**src/rtl/mem_stage_ctrl_if.sv**
```systemverilog
// Data-memory req/ack bus between the MEM stage and the data memory.
// The MEM stage drives the request side; memory returns rdata/ack.
interface mem_stage_ctrl_if;
  logic       dmem_req;
  logic       dmem_we;
  logic [7:0] dmem_addr;
  logic [7:0] dmem_wdata;
  logic [7:0] dmem_rdata;
  logic       dmem_ack;

  modport master (
    output dmem_req,
    output dmem_we,
    output dmem_addr,
    output dmem_wdata,
    input  dmem_rdata,
    input  dmem_ack
  );

  modport slave (
    input  dmem_req,
    input  dmem_we,
    input  dmem_addr,
    input  dmem_wdata,
    output dmem_rdata,
    output dmem_ack
  );
endinterface

```
**src/rtl/mem_stage_ctrl.sv**
```systemverilog
// MEM stage: issues data-memory accesses from EX/MEM, stalls upstream
// until ack or timeout, and loads the MEM/WB register.
module mem_stage_ctrl #(
  parameter int unsigned TIMEOUT = 15
) (
  input  logic              clk,
  input  logic              rst,
  input  logic              flush,
  input  logic [7:0]        alu_result_in,
  input  logic [7:0]        rb_in,
  input  logic [7:0]        addr_in,
  input  logic [1:0]        rd_in,
  input  logic              mem_read_in,
  input  logic              mem_write_in,
  input  logic              reg_write_in,
  input  logic              flag_write_in,
  mem_stage_ctrl_if.master  dmem,
  output logic              mem_stall,
  output logic              bus_err,
  output logic [7:0]        wb_data_out,
  output logic [1:0]        wb_rd_out,
  output logic              wb_reg_write_out,
  output logic              wb_flag_write_out
);

  typedef enum logic {
    IDLE = 1'b0,
    WAIT = 1'b1
  } state_t;

  state_t     r_state;
  logic [7:0] r_wait_cnt;
  logic       r_flushed;
  logic       r_req;
  logic       r_we;
  logic [7:0] r_addr;
  logic [7:0] r_wdata;
  logic       r_bus_err;
  logic [7:0] r_wb_data;
  logic [1:0] r_wb_rd;
  logic       r_wb_rw;
  logic       r_wb_fw;

  logic w_memop;
  logic w_issue;
  logic w_timeout;
  logic w_squash;

  assign w_memop   = mem_read_in | mem_write_in;
  assign w_issue   = (r_state == IDLE) & w_memop & ~flush;
  assign w_timeout = (r_state == WAIT) & ~dmem.dmem_ack
                   & (r_wait_cnt == 8'(TIMEOUT - 1));
  // A flush seen in the ack cycle itself squashes too.
  assign w_squash  = r_flushed | flush;

  assign mem_stall = rst & (w_issue |
    ((r_state == WAIT) & ~dmem.dmem_ack & ~w_timeout));

  assign dmem.dmem_req   = r_req;
  assign dmem.dmem_we    = r_we;
  assign dmem.dmem_addr  = r_addr;
  assign dmem.dmem_wdata = r_wdata;

  assign bus_err           = r_bus_err;
  assign wb_data_out       = r_wb_data;
  assign wb_rd_out         = r_wb_rd;
  assign wb_reg_write_out  = r_wb_rw;
  assign wb_flag_write_out = r_wb_fw;

  always_ff @(posedge clk or negedge rst) begin
    if (!rst) begin
      r_state    <= IDLE;
      r_wait_cnt <= 8'd0;
      r_flushed  <= 1'b0;
      r_req      <= 1'b0;
      r_we       <= 1'b0;
      r_addr     <= 8'd0;
      r_wdata    <= 8'd0;
      r_bus_err  <= 1'b0;
      r_wb_data  <= 8'd0;
      r_wb_rd    <= 2'd0;
      r_wb_rw    <= 1'b0;
      r_wb_fw    <= 1'b0;
    end else begin
      r_bus_err <= 1'b0;
      r_wb_data <= 8'd0;
      r_wb_rd   <= 2'd0;
      r_wb_rw   <= 1'b0;
      r_wb_fw   <= 1'b0;
      unique case (r_state)
        IDLE: begin
          if (w_issue) begin
            r_state    <= WAIT;
            r_req      <= 1'b1;
            r_we       <= mem_write_in;
            r_addr     <= addr_in;
            r_wdata    <= rb_in;
            r_wait_cnt <= 8'd0;
          end else if (!flush) begin
            r_wb_data <= alu_result_in;
            r_wb_rd   <= rd_in;
            r_wb_rw   <= reg_write_in;
            r_wb_fw   <= flag_write_in;
          end
        end
        WAIT: begin
          unique case (1'b1)
            dmem.dmem_ack: begin
              r_state   <= IDLE;
              r_req     <= 1'b0;
              r_flushed <= 1'b0;
              if (!w_squash) begin
                r_wb_data <= r_we ? alu_result_in
                                  : dmem.dmem_rdata;
                r_wb_rd   <= rd_in;
                r_wb_rw   <= reg_write_in;
                r_wb_fw   <= flag_write_in;
              end
            end
            w_timeout: begin
              r_state   <= IDLE;
              r_req     <= 1'b0;
              r_flushed <= 1'b0;
              r_bus_err <= 1'b1;
            end
            default: begin
              r_wait_cnt <= r_wait_cnt + 8'd1;
              if (flush) r_flushed <= 1'b1;
            end
          endcase
        end
        default: r_state <= IDLE;
      endcase
    end
  end

endmodule
```
**src/flat_wrapper.sv**
```systemverilog
// flat-port wrapper written by rule: the top's interface ports become plain ports
module mem_stage_ctrl_flat 
#(
  parameter int unsigned TIMEOUT = 15
)
  (clk, rst, flush, alu_result_in, rb_in, addr_in, rd_in, mem_read_in, mem_write_in, reg_write_in, flag_write_in, mem_stall, bus_err, wb_data_out, wb_rd_out, wb_reg_write_out, wb_flag_write_out, dmem_dmem_req, dmem_dmem_we, dmem_dmem_addr, dmem_dmem_wdata, dmem_dmem_rdata, dmem_dmem_ack);
  mem_stage_ctrl_if dmem_i ();
  input  logic clk;
  input  logic rst;
  input  logic flush;
  input  logic [7:0] alu_result_in;
  input  logic [7:0] rb_in;
  input  logic [7:0] addr_in;
  input  logic [1:0] rd_in;
  input  logic mem_read_in;
  input  logic mem_write_in;
  input  logic reg_write_in;
  input  logic flag_write_in;
  output logic mem_stall;
  output logic bus_err;
  output logic [7:0] wb_data_out;
  output logic [1:0] wb_rd_out;
  output logic wb_reg_write_out;
  output logic wb_flag_write_out;
  output wire logic [$bits(dmem_i.dmem_req)-1:0] dmem_dmem_req;
  output wire logic [$bits(dmem_i.dmem_we)-1:0] dmem_dmem_we;
  output wire logic [$bits(dmem_i.dmem_addr)-1:0] dmem_dmem_addr;
  output wire logic [$bits(dmem_i.dmem_wdata)-1:0] dmem_dmem_wdata;
  input wire logic [$bits(dmem_i.dmem_rdata)-1:0] dmem_dmem_rdata;
  input wire logic [$bits(dmem_i.dmem_ack)-1:0] dmem_dmem_ack;
  assign dmem_dmem_req = dmem_i.dmem_req;
  assign dmem_dmem_we = dmem_i.dmem_we;
  assign dmem_dmem_addr = dmem_i.dmem_addr;
  assign dmem_dmem_wdata = dmem_i.dmem_wdata;
  assign dmem_i.dmem_rdata = dmem_dmem_rdata;
  assign dmem_i.dmem_ack = dmem_dmem_ack;
  mem_stage_ctrl #(.TIMEOUT(TIMEOUT)) u_core (.clk(clk), .rst(rst), .flush(flush), .alu_result_in(alu_result_in), .rb_in(rb_in), .addr_in(addr_in), .rd_in(rd_in), .mem_read_in(mem_read_in), .mem_write_in(mem_write_in), .reg_write_in(reg_write_in), .flag_write_in(flag_write_in), .dmem(dmem_i), .mem_stall(mem_stall), .bus_err(bus_err), .wb_data_out(wb_data_out), .wb_rd_out(wb_rd_out), .wb_reg_write_out(wb_reg_write_out), .wb_flag_write_out(wb_flag_write_out));
endmodule
```
**config.mk**
```make
export PLATFORM = sky130hd
export DESIGN_NAME = mem_stage_ctrl_flat
export DESIGN_NICKNAME = d
export VERILOG_FILES = /design/src/rtl/mem_stage_ctrl_if.sv /design/src/rtl/mem_stage_ctrl.sv /design/src/flat_wrapper.sv
export SDC_FILE = /design/constraint.sdc
export NUM_CORES = 1
export LEC_CHECK = 0
export CAP_MARGIN = 0
export CORE_MARGIN = 4
export CORE_UTILIZATION = 35
export CTS_CLUSTER_DIAMETER = 30
export CTS_CLUSTER_SIZE = 20
export DETAILED_ROUTE_END_ITERATION = 6
export DONT_BUFFER_PORTS = 1
export GPL_ROUTABILITY_DRIVEN = 1
export HOLD_SLACK_MARGIN = 0.05
export SKIP_CTS_REPAIR_TIMING = 1
export SLEW_MARGIN = 0
export SYNTH_ARGS = -nofsm -noshare
export SYNTH_HDL_FRONTEND = slang
export SYNTH_SLANG_ARGS = --single-unit
```
**constraint.sdc**
```tcl
create_clock -name clk -period 1.6 [get_ports clk]
set_input_delay 0.32 -clock clk [delete_from_list [all_inputs] [get_ports clk]]
set_output_delay 0.32 -clock clk [all_outputs]
set_load 0.02 [all_outputs]
```
==> out/results.ini <==
[synthesis]
syn_area_um2 = 1790
synthCells = 145
synth_sequential_area_ratio_pct = 57.5
synth_edf_count = 0
syn_avg_cell_area_um2 = 12.3
synthDistinctLibCells = 38
synth_top_cell_by_area = dfrtp_1
ys_top_cells_by_area = dfrtp_1, mux2i_1, mux2_1
synth_seq_cells = 41
async_reset_ff_share_pct = 100
synth_top_cell_area_share_pct = 57.5
ys.flop_type = dfrtp_1
ys_warn_count = 0
synth_fp_nets = 189

[clocking]
cts_max_level = 2
cts-root-buf = clkbuf_8
clkTransAtPathRegs_ns = 0.08
cts_tree = built
cts_buffer_depth = 2
cts_sinks = 41
clk_latency_ns = 0.28
cts_buffers = 5

[worst_setup_path]
r2r-start = u_core.r_wait_cnt[4]
ff2ff_setup_slack_ns = -0.06
setup.worst_path.end = mem_stall
crit_fanout = 5
crit_path_start_kind = flip-flop
rr_worst_depth = 4
startpoint = u_core.r_wait_cnt[4]
cp.arrival_ns = 1.56
critPathRequiredTime_ns = 1.28
crit_type = reg -> out
worst_setup_path_end_kind = output pin
r2r_end = u_core.dmem.dmem_req

[min_path]
hold_start = rd_in[0]
hold_class = in -> reg

[placed_design]
dp.final_hpwl_um = 2830
numPortBuffers = 0
place.gp.congestion = 0.784
dp.cells = 217
place_area_um2 = 1950

[floorplan]
placementRows = 25
core_area_um2 = 4820
initial_core_util_pct = 37.1
num_io_pins = 74
die_h_um = 79.4
fp.dieArea_um2 = 6310
die_w_um = 79.4

[detailed_routing]
wire_per_inst_um = 17.3
vias = 1213
via_per_inst = 5.21
antenna_left = 0
drc_errors = 0
first_pass_iters = 4
drt_wl_total_um = 4040
first_iter_violations = 67

[global_route]
grt_max_degree = 43
grt_pass1_vias = 1283
grt_pass1_wl_um = 6220
grt_overflow_total = 0
antenna_found_initial = 0
grt_use_total_pct = 13.0

[timing]
max_freq_mhz = 533
finalCritPeriodShare_pct = 117
setup_viol = 7
slew_headroom_pct = 76.6
clock_skew_ns = 0.00515
layout_setup_ws_ns = -0.276
finalCriticalPeriod_ns = 1.88
slew_viol_final = 0
finalHoldViolCount = 0
rsz0062_at_grt = yes
tightest_slew_ns = 0.346

[cells_and_area]
diodes = 0
post-route-util_pct = 45.1
layoutNonFillerInstCount = 233
flow.area_growth_from_synthesis_pct = 21.6
nets = 209
drive_gt1_share_pct = 24.1
final_cell_mix = dfrtp_1, buf_4, nor2_1, mux2i_1, mux2_1
design_area_um2 = 2170
final_common_cell = dfrtp_1

[power_and_ir_drop]
power_mw = 2.74
p_leak_nw = 1.02
power.density_nw_per_um2 = 1260
ir_drop_mv = 0.804

[job]
drv_cap = 0

[run_status]
outcome = complete, but fails checks
violations = setup timing

==> where the power goes <==
group / internal [mW] / switching [mW] / total, mW / leakage (nW)
logic: 0.215 / 0.204 / 0.420 / 0.441
registers: 1.19 / 0.281 / 1.47 / 0.522
clock network: 0.508 / 0.334 / 0.842 / 0.0585
total: 1.92 / 0.819 / 2.74 / 1.02
==> flip-flops by register name, indices dropped and copies added (netlist names) <==
| signal | flops |
|---|---|
| u_core.wb_reg_write_out | 1 |
| u_core.wb_flag_write_out | 1 |
| u_core.dmem.dmem_wdata | 8 |
| u_core.r_flushed | 1 |
| u_core.wb_rd_out | 2 |
| u_core.bus_err | 1 |
| u_core.r_wait_cnt | 8 |
| u_core.dmem.dmem_req | 1 |
| u_core.r_state | 1 |
| u_core.dmem.dmem_we | 1 |
| u_core.dmem.dmem_addr | 8 |
| u_core.wb_data_out | 8 |
==> worst min-delay path by stage <==
stage / to / slack [ns] / cells after the start
CTS: u_core.dmem.dmem_wdata[7] / -0.29 / 0
finish: u_core.wb_rd_out[0] / 0.13 / 2
detailed placement: u_core.dmem.dmem_wdata[7] / 0.03 / 0
global placement: u_core.dmem.dmem_wdata[7] / 0.03 / 0
global route: u_core.wb_rd_out[0] / 0.11 / 2
floorplan: u_core.bus_err / 0.02 / 0
==> worst max-delay path: stages (launching register included) <==
cell and delay, ns:
dfrtp_1 0.39, or4b_4 0.59, o21ai_4 0.18, a21boi_4 0.10
==> cell families after synthesis <==
| family | share of synthesized area (%) |
|---|---|
| adder cells (fa/ha/maj) | 1.40 |
| multiplexers | 18.0 |
| buffers and inverters | 3.08 |
| flip-flops | 57.5 |
| AND/OR/NAND/NOR | 12.1 |
| AO/OA/AOI/OAI | 7.99 |
==> cell type report <==
type,instances,area (um^2)
inverter,8,30.0
clock inverter,1,30.0
sequential,41,1030
fill,451,2650
multi-input combinational,90,737
clock buffer,7,86.3
timing repair buffer,19,178
tap,67,83.8
==> layer usage <==
layer	vias to the layer above	global-route usage [%]	part of all wire (%)
met3	8	7.22	13
met4	0	5.15	1.7
met1	572	14.4	38
met5	-	0	0
li1	549	-	-
met2	84	20.6	47
==> through the flow <==
stage	hold slack [ns]	TNS [ns]	worst slack, ns
after global routing	0.111	-0.865	-0.313
after floorplan	0.0244	-0.137	-0.0759
final	0.134	-0.537	-0.276
after detailed placement	0.0254	-0.711	-0.148
after global placement	0.0256	-0.536	-0.118
after CTS	-0.291	-1.17	-0.417
==> cell usage after synthesis, types with 2 or more instances <==
| master | instances |
|---|---|
| mux2i_1 | 13 |
| nand2b_1 | 2 |
| and3_1 | 2 |
| a21oi_1 | 3 |
| mux2_2 | 8 |
| nor2_1 | 13 |
| nor2b_1 | 3 |
| clkbuf_1 | 4 |
| and3b_1 | 2 |
| nand2_1 | 2 |
| buf_2 | 2 |
| o21ai_0 | 6 |
| inv_1 | 8 |
| ha_1 | 2 |
| o21bai_1 | 3 |
| dfrtp_1 | 41 |
| nand4_1 | 2 |
| mux2_1 | 9 |
Power figures use the tool's default switching activity.
